File: config.mk
export PLATFORM = sky130hd
export DESIGN_NAME = conway_life16
export DESIGN_NICKNAME = d
export VERILOG_FILES = /design/src/rtl/conway_life16.sv
export SDC_FILE = /design/constraint.sdc
export NUM_CORES = 2
export LEC_CHECK = 0
export CELL_PAD_IN_SITES_DETAIL_PLACEMENT = 0
export CELL_PAD_IN_SITES_GLOBAL_PLACEMENT = 1
export CORE_MARGIN = 2
export CORE_UTILIZATION = 35
export DETAILED_ROUTE_END_ITERATION = 10
export HOLD_SLACK_MARGIN = 0.06
export PLACE_DENSITY_LB_ADDON = 0.1
export SKIP_CTS_REPAIR_TIMING = 1
export SLEW_MARGIN = 20
export SYNTH_ARGS = -nofsm -noshare
export SYNTH_HDL_FRONTEND = slang
export SYNTH_SLANG_ARGS = --single-unit
File: constraint.sdc
create_clock -name clk -period 7 [get_ports clk]
set_input_delay 1.05 -clock clk [delete_from_list [all_inputs] [get_ports clk]]
set_output_delay 1.05 -clock clk [all_outputs]
set_load 0.01 [all_outputs]
File: src/rtl/conway_life16.sv
// -----------------------------------------------------------------------------
// conway_life16
//
// Purpose:
//   Conway's Game of Life engine on a toroidal ROWS x COLS grid. A full board
//   is loaded in one cycle, after which the board advances one generation on
//   every clock edge. All cells update in parallel from the previous board.
//
// Ports:
//   clk        in   1          single clock, all state on posedge
//   reset      in   1          synchronous, active-high; clears the board
//   load       in   1          capture data into the board on this edge
//   data       in   ROWS*COLS  board image to load (bit r*COLS+c = row r, col c)
//   q          out  ROWS*COLS  registered current board, 1 = live cell
//   gen_count  out  16         generations since last load/reset
//                              (present only when LIFE_GEN_COUNT_EN is defined)
//
// Configuration macro:
//   LIFE_GEN_COUNT_EN  -- adds the gen_count port and its 16-bit counter.
//                         Board behaviour is identical either way.
//
// Edge priority: reset > load > evolve.
// -----------------------------------------------------------------------------
module conway_life16 #(
  parameter int ROWS = 16,
  parameter int COLS = 16
) (
  input  logic                 clk,
  input  logic                 reset,
  input  logic                 load,
  input  logic [ROWS*COLS-1:0] data,
`ifdef LIFE_GEN_COUNT_EN
  output logic [15:0]          gen_count,
`endif
  output logic [ROWS*COLS-1:0] q
);

  localparam int NCELLS = ROWS * COLS;

  logic [NCELLS-1:0] board_q;
  logic [NCELLS-1:0] board_d;
  logic [NCELLS-1:0] evolved;

  // ---------------------------------------------------------------------------
  // Per-cell next-state logic. Every cell looks only at board_q, so the whole
  // grid moves one generation at once with no partial in-place update.
  // ---------------------------------------------------------------------------
  genvar gi;
  generate
    for (gi = 0; gi < NCELLS; gi++) begin : g_cell
      localparam int R  = gi / COLS;
      localparam int C  = gi % COLS;
      // Torus wrap: row -1 is ROWS-1, row ROWS is 0; same for columns.
      localparam int RU = (R + ROWS - 1) % ROWS;
      localparam int RD = (R + 1) % ROWS;
      localparam int CL = (C + COLS - 1) % COLS;
      localparam int CR = (C + 1) % COLS;

      logic [3:0] n_live;

      assign n_live = {3'b000, board_q[RU*COLS + CL]}
                    + {3'b000, board_q[RU*COLS + C ]}
                    + {3'b000, board_q[RU*COLS + CR]}
                    + {3'b000, board_q[R *COLS + CL]}
                    + {3'b000, board_q[R *COLS + CR]}
                    + {3'b000, board_q[RD*COLS + CL]}
                    + {3'b000, board_q[RD*COLS + C ]}
                    + {3'b000, board_q[RD*COLS + CR]};

      // Birth on exactly 3, survival on 2 or 3, death otherwise.
      assign evolved[gi] = (n_live == 4'd3) ||
                           ((n_live == 4'd2) && board_q[gi]);
    end
  endgenerate

  // Load has priority over evolution; reset is applied in the register.
  always_comb begin
    board_d = evolved;
    if (load) begin
      board_d = data;
    end
  end

  always_ff @(posedge clk) begin
    if (reset) begin
      board_q <= '0;
    end else begin
      board_q <= board_d;
    end
  end

  assign q = board_q;

`ifdef LIFE_GEN_COUNT_EN
  // ---------------------------------------------------------------------------
  // Generation counter: counts evolve edges, wraps 0xFFFF -> 0 naturally.
  // ---------------------------------------------------------------------------
  logic [15:0] gen_count_q;
  logic [15:0] gen_count_d;

  always_comb begin
    gen_count_d = gen_count_q + 16'd1;
    if (load) begin
      gen_count_d = '0;
    end
  end

  always_ff @(posedge clk) begin
    if (reset) begin
      gen_count_q <= '0;
    end else begin
      gen_count_q <= gen_count_d;
    end
  end

  assign gen_count = gen_count_q;
`endif

endmodule

==> summary by stage <==
Clock tree
The H-tree level count is 2. The clock reaches the later pin of the worst-skew pair after between 0.6 and 0.7 ns. The number of sinks on the clock net is approximately 260. The number of buffers between clock root and the deepest sink is 3. The clock slew at the register clock pins of the worst setup and hold paths is roughly 0.06 ns.

The number of clock buffers inserted by TritonCTS is 47. The root buffer cell chosen for the clock tree is clkbuf_16. The TritonCTS clock tree is built.

STA
The worst pin sits at a relative slew slack of 37.0%. The number of hold violations in the final report was 0. On the final layout, the worst clock skew is between 0.01 and 0.015 ns. The max-slew violation total from the final report came to 0. Setup violations remaining at the end of the flow were counted as 0. The shortest period the worst path allows is around 3.6 ns. For this run, the top clock speed supported by timing is 274 MHz. The summed negative setup slack over all endpoints is 0 ns. Setup repair after global routing left no endpoint under its margin.

The portion of the clock cycle consumed by the worst path in the final layout is around 52%. At the pin with the least slew margin, the transition time is ~0.94 ns.

Placement
After detailed placement, the design holds a cell count of 7541. During placement, the flow inserted port buffers numbering 514. The placed wire-length estimate after detailed placement is between 100000 and 150000 microns. The final estimated routing congestion in global placement is a little over 0.8.

Worst setup path
The setup path with the least slack is of type flop to flop. By instance count, the cell type seen most on the critical path is fa_1. Across all register-to-register paths, the minimum setup slack is about 3.4 ns.

The kind of cell with the highest combined delay along the critical path is adder cells. For this run, the slowest stage of the critical path takes roughly 0.64 ns. Walking the worst path, the cells encountered are inv_1 > fa_1 > fa_1 > fa_1 > inv_1 > ha_1 > fa_1 > and2_1 > a21oi_1 > o21ai_1. The combined buffer and inverter count along the critical path is 2. Data arrives at the worst endpoint at about 4.2 ns.

The type of destination of the critical path is a flop. The cell with the largest stage delay on the worst path is fa_1. STA classifies the critical path startpoint as a flop. The largest fanout on the critical path is 6. At the worst endpoint, the required time is 7.50 ns.

Synthesis
After synthesis the netlist holds a flip-flop and latch count of around 260. Synthesis produced between 5000 and 6000 cells. The number of nets in the synthesized netlist is slightly above 7000. After synthesis, the mean cell area works out to between 9 and 10 sq um. The cell area after technology mapping is 49900 sq um. The yosys synthesis warning count is 0. After synthesis, the netlist uses 21 different library cells.

The share of synthesized area occupied by flip-flops and latches is roughly 10%.

Global routing
The global route total overflow is 0. The number of global-route vias before repair is ~38000. Entering global routing, the biggest net connects about 130 pins. The initial antenna violation count is 3. Global routing used between 20 and 25% of the available tracks. The first global-routing pass estimated 241000 microns of wire.

Finish
The final layout contains 7750 nets. The number of inserted diodes is 0. The number of flip-flops in the largest register is about 260. Once layout is complete, the cells apart from fillers number approximately 7600. The post-route netlist has approximately 1.5% of its cells at a drive strength greater than 1.

The layout overhead on the synthesized area is 17.2%.

Routing
After detailed routing, the number of remaining DRC violations is 0. The detailed route wirelength on metal2 is ~74000 microns. The wire length on met1 is around 73000 microns.

In this run the top signal layer used is met5. The mean routed wirelength per cell is a little over 20 microns. The detailed route wirelength on metal3 is 6400 microns. The via-per-instance ratio is ~4.7. The violation count after the first detailed-route iteration is ~1300.

The via count is 36100. The detail route stage leaves a number of antenna-violating nets equal to 0. The final layout contains routed wiring with a total length of around 160000 microns. The first-pass detailed-route iteration total is 5.

Outcome
The flow ran to the end, and the final reports show no timing, DRC or antenna violations.

Floorplanning
For this configuration, the core starts out at a cell density of between 30% and 40%. The overall die width is between 300 and 400 microns. The core region is 142000 sq um. The die covers 146000 sq um.

The initialized floorplan defines around 140 standard-cell rows. The die is 382 microns tall. The I/O pin total is about 520.

Job
Max-cap violations in this run came to 0.

Worst hold path
The worst hold-check path type is flop to flop.
-- path summary, 6_finish.rpt --
path | startpoint | to | cells past startpoint
worst min register to register | q[161] | q[161] | 2
worst max register to register | q[2] | q[243] | 10
worst max-delay path | q[2] | q[243] | 10
worst min-delay path | q[161] | q[161] | 2
-- cells in the mapped netlist --
cell type	number	area, sq um
nand2_1	257	965
fa_1	1023	20500
dfxtp_1	256	5120
inv_1	1281	4810
o21ai_0	5	25.0
buf_4	22	165
a2111o_1	1	11.3
o22ai_1	1	6.26
and2_1	255	1600
clkbuf_8	26	358
clkbuf_4	3	22.5
a21oi_1	510	2550
o21ai_1	250	1250
a31oi_1	1	6.26
o211ai_1	255	1910
nor2_1	256	961
nor2_4	1	11.3
ha_1	768	9610
nor2b_4	1	13.8
nand2b_1	1	6.26
buf_6	5	56.3
-- cells in the final DEF (no fill, tap or decap), types with 250 or more instances in the layout --
master and n:
and2_1 255, o21ai_1 250, fa_1 1023, ha_1 768
clkdlybuf4s50_1 514, nor2_1 256, a21oi_1 510, inv_1 1281
nand2_1 257, o211ai_1 255, dfxtp_1 256
-- final cells by class --
type | instances | area (sq um)
Fill cell | 14200 | 83000
Clock buffer | 74 | 1450
Inverter | 1281 | 4810
Timing Repair Buffer | 529 | 5310
Sequential cell | 256 | 5120
Multi-Input combinational cell | 3585 | 39400
Tap cell | 1890 | 2360
Clock inverter | 9 | 73.8
-- per-layer routing --
| layer | vias up | GRT usage [%] |
|---|---|---|
| li1 | 17400 | - |
| met1 | 18000 | 30.7 |
| met2 | 571 | 36.3 |
| met3 | 146 | 3.32 |
| met4 | 2 | 4.72 |
| met5 | - | 0 |
-- per-stage QoR --
stage               setup WS [ns]  area [sq um]  utilization [%]  hold WS, ns
global route                 3.19         58500             41.3        0.624
global placement             3.36         57000             40.3        0.561
floorplan                    3.72         49900                -        0.597
CTS                          3.33         58500             41.3        0.590
detailed placement           3.36         57000             40.3        0.576
finish                       3.35         58500             41.3        0.586
-- tightest hold or removal path: cells and delay by family, from the launching register on --
kind | cells | cell delay (ns)
flops | 1 | 0.35
compound gates | 2 | 0.21
-- cells by family (layout without fill, tap and decap cells) --
family	after synthesis	after routing	share of synthesized area (%)
buffers and inverters	1337	1893	10.8
DFF	256	256	10.3
and+or+nand+nor	771	771	7.11
adders and majority gates	1791	1791	60.2
AOI/OAI and AO/OA	1023	1023	11.5
Power is left out: the tool's default activity adds up to more than one toggle a clock period on the data nets, which glitch-free logic cannot reach.
